<file path="config.mk">
export PLATFORM = sky130hd
export DESIGN_NAME = mult_share_ctrl
export DESIGN_NICKNAME = d
export VERILOG_FILES = /design/src/rtl/mult_share_ctrl.sv
export SDC_FILE = /design/constraint.sdc
export NUM_CORES = 1
export LEC_CHECK = 0
export BUFFER_PORTS_ARGS = -buffer_cell sky130_fd_sc_hd__buf_2
export CORE_MARGIN = 8
export CORE_UTILIZATION = 25
export DETAILED_ROUTE_END_ITERATION = 12
export SLEW_MARGIN = 20
export SYNTH_ARGS = -nofsm -noshare
export SYNTH_HDL_FRONTEND = slang
export SYNTH_SLANG_ARGS = --single-unit
</file>
<file path="constraint.sdc">
create_clock -name clk -period 2.4 [get_ports clk]
set_clock_uncertainty 0.05 [all_clocks]
set_input_delay 0.12 -clock clk [delete_from_list [all_inputs] [get_ports clk]]
set_output_delay 0.12 -clock clk [all_outputs]
set_load 0.03 [all_outputs]
</file>
<file path="src/rtl/mult_share_ctrl.sv">
// Round-robin scheduler sharing one sequential 8x8 multiplier between NREQ requesters.
// Optional watchdog (err port, RUN timeout) enabled by defining MSC_WATCHDOG_EN.
module mult_share_ctrl #(
   parameter int NREQ    = 4,
   parameter int TIMEOUT = 64
) (
   input  logic                 clk,
   input  logic                 reset,
   input  logic [NREQ-1:0]      req,
   input  logic [NREQ*8-1:0]    a_in,
   input  logic [NREQ*8-1:0]    b_in,
   output logic [NREQ-1:0]      gnt,
   output logic [NREQ-1:0]      resp_valid,
   output logic [16:0]          resp_prod,
   output logic                 busy,
   output logic                 mul_reset,
   output logic                 mul_start,
   output logic [7:0]           mul_multiplier,
   output logic [7:0]           mul_multiplicand,
   input  logic [16:0]          mul_product,
   input  logic                 mul_done
`ifdef MSC_WATCHDOG_EN
   ,
   output logic                 err
`endif
);

   localparam int IW = $clog2(NREQ);

   typedef enum logic [1:0] {
      IDLE,
      LOAD,
      RUN,
      RESP
   } state_t;

   state_t            state_q, state_d;
   logic [IW-1:0]     ptr_q, ptr_d;
   logic [IW-1:0]     sel_q, sel_d;
   logic [NREQ-1:0]   gnt_q, gnt_d;
   logic [NREQ-1:0]   resp_valid_q, resp_valid_d;
   logic [16:0]       resp_prod_q, resp_prod_d;
   logic              busy_q, busy_d;
   logic              mul_reset_q, mul_reset_d;
   logic              mul_start_q, mul_start_d;
   logic [7:0]        mul_multiplier_q, mul_multiplier_d;
   logic [7:0]        mul_multiplicand_q, mul_multiplicand_d;

   logic              found;
   logic [IW-1:0]     pick;
   logic [IW:0]       cand_sum;
   logic [IW-1:0]     cand;
   logic [IW-1:0]     ptr_next;

`ifdef MSC_WATCHDOG_EN
   localparam int CW = $clog2(TIMEOUT + 1);
   logic [CW-1:0]     cnt_q, cnt_d;
   logic              err_q, err_d;
`endif

   // Round-robin search: first requester at or above the pointer, wrapping mod NREQ.
   always_comb begin
      found    = 1'b0;
      pick     = '0;
      cand_sum = '0;
      cand     = '0;
      for (int k = 0; k < NREQ; k++) begin
         cand_sum = {1'b0, ptr_q} + (IW+1)'(k);
         if (cand_sum >= (IW+1)'(NREQ)) begin
            cand_sum = cand_sum - (IW+1)'(NREQ);
         end
         cand = cand_sum[IW-1:0];
         if (!found && req[cand]) begin
            found = 1'b1;
            pick  = cand;
         end
      end
   end

   assign ptr_next = (sel_q == IW'(NREQ - 1)) ? '0 : sel_q + IW'(1);

   always_comb begin
      state_d            = state_q;
      ptr_d              = ptr_q;
      sel_d              = sel_q;
      gnt_d              = '0;
      resp_valid_d       = '0;
      resp_prod_d        = resp_prod_q;
      mul_multiplier_d   = mul_multiplier_q;
      mul_multiplicand_d = mul_multiplicand_q;
`ifdef MSC_WATCHDOG_EN
      cnt_d              = cnt_q;
      err_d              = 1'b0;
`endif
      case (state_q)
         IDLE: begin
            if (found) begin
               state_d            = LOAD;
               sel_d              = pick;
               gnt_d[pick]        = 1'b1;
               mul_multiplier_d   = a_in[{pick, 3'b000} +: 8];
               mul_multiplicand_d = b_in[{pick, 3'b000} +: 8];
            end
         end
         LOAD: begin
            state_d = RUN;
`ifdef MSC_WATCHDOG_EN
            cnt_d   = '0;
`endif
         end
         RUN: begin
            if (mul_done) begin
               state_d             = RESP;
               resp_prod_d         = mul_product;
               resp_valid_d[sel_q] = 1'b1;
            end
`ifdef MSC_WATCHDOG_EN
            else if (cnt_q == CW'(TIMEOUT - 1)) begin
               state_d             = RESP;
               resp_prod_d         = 17'h1FFFF;
               resp_valid_d[sel_q] = 1'b1;
               err_d               = 1'b1;
            end else begin
               cnt_d = cnt_q + CW'(1);
            end
`endif
         end
         RESP: begin
            state_d = IDLE;
            ptr_d   = ptr_next;
         end
         default: begin
            state_d = IDLE;
         end
      endcase

      // Multiplier controls follow the state being entered so they are registered.
      busy_d      = (state_d != IDLE);
      mul_reset_d = (state_d == IDLE) || (state_d == RESP);
      mul_start_d = (state_d == RUN);
   end

   always_ff @(posedge clk or negedge reset) begin
      if (!reset) begin
         state_q            <= IDLE;
         ptr_q              <= '0;
         sel_q              <= '0;
         gnt_q              <= '0;
         resp_valid_q       <= '0;
         resp_prod_q        <= '0;
         busy_q             <= 1'b0;
         mul_reset_q        <= 1'b1;
         mul_start_q        <= 1'b0;
         mul_multiplier_q   <= '0;
         mul_multiplicand_q <= '0;
      end else begin
         state_q            <= state_d;
         ptr_q              <= ptr_d;
         sel_q              <= sel_d;
         gnt_q              <= gnt_d;
         resp_valid_q       <= resp_valid_d;
         resp_prod_q        <= resp_prod_d;
         busy_q             <= busy_d;
         mul_reset_q        <= mul_reset_d;
         mul_start_q        <= mul_start_d;
         mul_multiplier_q   <= mul_multiplier_d;
         mul_multiplicand_q <= mul_multiplicand_d;
      end
   end

`ifdef MSC_WATCHDOG_EN
   always_ff @(posedge clk or negedge reset) begin
      if (!reset) begin
         cnt_q <= '0;
         err_q <= 1'b0;
      end else begin
         cnt_q <= cnt_d;
         err_q <= err_d;
      end
   end

   assign err = err_q;
`endif

   assign gnt              = gnt_q;
   assign resp_valid       = resp_valid_q;
   assign resp_prod        = resp_prod_q;
   assign busy             = busy_q;
   assign mul_reset        = mul_reset_q;
   assign mul_start        = mul_start_q;
   assign mul_multiplier   = mul_multiplier_q;
   assign mul_multiplicand = mul_multiplicand_q;

endmodule

</file>
==> out/qor.txt <==
Max Buffers Root-to-Sink: 2
routed via count: 2018
CTS clk-pin slew, worst paths: 90 ps
core box area: 0.00968 mm2
1st-iter DRT viols: 55
Initial Utilization: 25.4%
Slew Limit Fails: 0
syn_area_per_cell: 12.7 um2
die width: 115 um
Max-Cap Viols: 0
register area share after synthesis: 50.8%
die height: 115 um
gr usage total: 10.0%
Worst Max-Slew Pin Slew: 1040 ps
vias in the first global route: 2246
worst hold path type: in2reg
cell row count: 36
# clock sinks: 50
DRT antenna net count: 0
GRT overflow: 0
Final nets: 440
Fin. Hold Viols: 0
final WL: 6790 um
setup_tns: 0 ps
critical path fanouts, max: 18
Cell variety after synth: 28
pwr dens: 1290 mW/mm2
worst path required time: 2560 ps
drt wl/cell: 14.2 um
antenna cells: 0
post-CTS sizing: 0
fin crit period: 1890 ps
TritonCTS clock tree: yes
layout cell share with drive strength beyond 1: 48.5%
Boundary Pins: 132
number of buffers added on ports: 131
Post-DP HPWL: 5190 um
kind of critical path: reg2reg
Final setup viols: 0
Final period util: 78.8%
Max Freq: 529 MHz
flops & latches, synth: 50
Synth Warn #: 0
area delta synth->final: 44.0%
CP Launch Type: flip-flop
via/cell ratio: 4.23
H-Tree Depth: 2
Arr. time, crit path: 2060 ps
initial antenna violation count: 0
first-pass GRT wire length: 10600 um
Slew headroom: 30.4%
Gate Count Post-Synth: 194
status: finished clean
Max VDD drop: 0.000437 V
Clock Root Buffer: clkbuf_8
GPL Wtd Cong: 0.711
DR DRC count: 0
source-to-sink clock delay at the later pin of the worst-skew pair: 300 ps
fin util: 36.6%
largest net degree at the start of global routing: 51
Leak: 1.88 nW
net count after synthesis: 291
TritonRoute pass-1 iters: 6
Syn Std Cell Area: 0.00246 mm2
die area: 0.0133 mm2
unrepaired setup endpoints after global routing: no
crit end category: flip-flop
total CTS buffers: 5
synth_stat cells:
cell type | number | share of area [%]
a21oi_2 | 1 | 0.36
buf_6 | 7 | 3.2
o32ai_1 | 1 | 0.36
o41ai_4 | 1 | 1.1
ha_1 | 9 | 4.6
o221ai_4 | 1 | 1.1
a21o_1 | 2 | 0.61
a21boi_1 | 1 | 0.30
o221ai_1 | 15 | 5.3
dfrtp_1 | 49 | 50
mux2i_1 | 32 | 13
inv_1 | 9 | 1.4
and2b_1 | 1 | 0.30
buf_2 | 2 | 0.41
o22ai_1 | 1 | 0.25
nor2b_1 | 3 | 0.76
dfstp_2 | 1 | 1.1
nor2_1 | 7 | 1.1
o21ai_0 | 3 | 0.61
a21oi_1 | 1 | 0.20
mux2_2 | 19 | 8.7
o221ai_2 | 1 | 0.61
clkbuf_1 | 1 | 0.15
o21ai_1 | 1 | 0.20
and3_1 | 4 | 1.0
nand2_1 | 19 | 2.9
or2_1 | 1 | 0.25
o41a_1 | 1 | 0.46
placed cells by master, fill, tap and decap left out, drive strengths merged:
cell / Yosys / routed
buf: 9 / 135
dfrtp: 49 / 49
mux2i: 32 / 32
nand2: 19 / 19
mux2: 19 / 19
dlygate4sd3: 0 / 17
o221ai: 17 / 17
inv: 9 / 9
ha: 9 / 9
nor2: 7 / 7
clkbuf: 1 / 6
and3: 4 / 4
o21ai: 4 / 4
nor2b: 3 / 3
a21o: 2 / 2
bufinv: 0 / 2
a21oi: 2 / 2
o41a: 1 / 1
o32ai: 1 / 1
and2b: 1 / 1
a21boi: 1 / 1
o22ai: 1 / 1
o41ai: 1 / 1
or2: 1 / 1
dfstp: 1 / 1
final cells by class:
class / instances / area (um2)
fillers: 976 / 6140
flip-flops and latches: 50 / 1250
multi-input cells: 125 / 1080
repair buffers: 152 / 868
well taps: 133 / 166
clock buffers: 6 / 82.6
clock inverters: 2 / 60.1
inverters: 9 / 33.8
critical path, cell delays in order, from the launching register on:
cell and delay, ps:
dfrtp_1 410, inv_1 90, ha_1 260, o41a_1 240
nand2_1 420, o221ai_1 340
path summary, 6_finish.rpt:
| path | from | to | slack, ps | depth (start not counted) |
|---|---|---|---|---|
| setup / recovery | state_q[0] | mul_multiplier[4] | 510 | 5 |
| hold / removal | mul_product[1] | resp_prod[1] | 30 | 2 |
| max in group asynchronous | reset | ptr_q[0] | 1450 | 3 |
| min in group asynchronous | reset | resp_valid[3] | 420 | 3 |
| setup reg to reg | state_q[0] | mul_multiplier[4] | 510 | 5 |
| hold reg to reg | mul_multiplicand[6] | mul_multiplicand[6] | 440 | 2 |
metal layers:
metal  routed length [um]  vias up  GRT usage [%]
met5                    0        -              0
met4                   59        0           2.63
met3                  621        7           4.10
met2                 3050      108           16.1
met1                 3060      909           12.2
li1                     -      994              -
registers in the layout, summed over array words and instances, names as in the netlist, 2 cells and up:
signal and flops:
resp_prod 17, resp_valid 4, mul_multiplier 8, sel_q 2
state_q 2, gnt 4, ptr_q 2, mul_multiplicand 8
where the power goes:
part / total (W) / switching, W / internal (W)
sequential: 0.00145 / 0.000206 / 0.00124
combinational: 0.00241 / 0.00150 / 0.000909
clock: 0.000721 / 0.000277 / 0.000444
through the flow:
stage	cells	hold slack (ps)	worst slack [ps]	cell area, um2	total power [W]
final	477	25.4	509	3550	0.00458
after detailed placement	452	229	282	3240	0.00390
after global routing	477	16.3	303	3550	0.00491
after floorplan	194	-226	651	2460	0.00321
after CTS	476	1.33	478	3540	0.00466
after global placement	452	214	356	3240	0.00386
timing repair:
action / 4_1_cts / 5_1_grt
setup buffers: 0 / 0
hold buffers: 16 / 1
endpoints found under the hold margin: 64 / 1
cell families (layout without fill, tap and decap cells):
| family | after synthesis | count (layout) | synth area share, % |
|---|---|---|---|
| compound gates | 30 | 30 | 11.5 |
| fa+ha+maj | 9 | 9 | 4.57 |
| buf+inv | 19 | 169 | 5.13 |
| flops | 50 | 50 | 50.8 |
| mux | 51 | 51 | 21.7 |
| simple gates | 35 | 35 | 6.30 |
(Power assumes the default switching activity.)
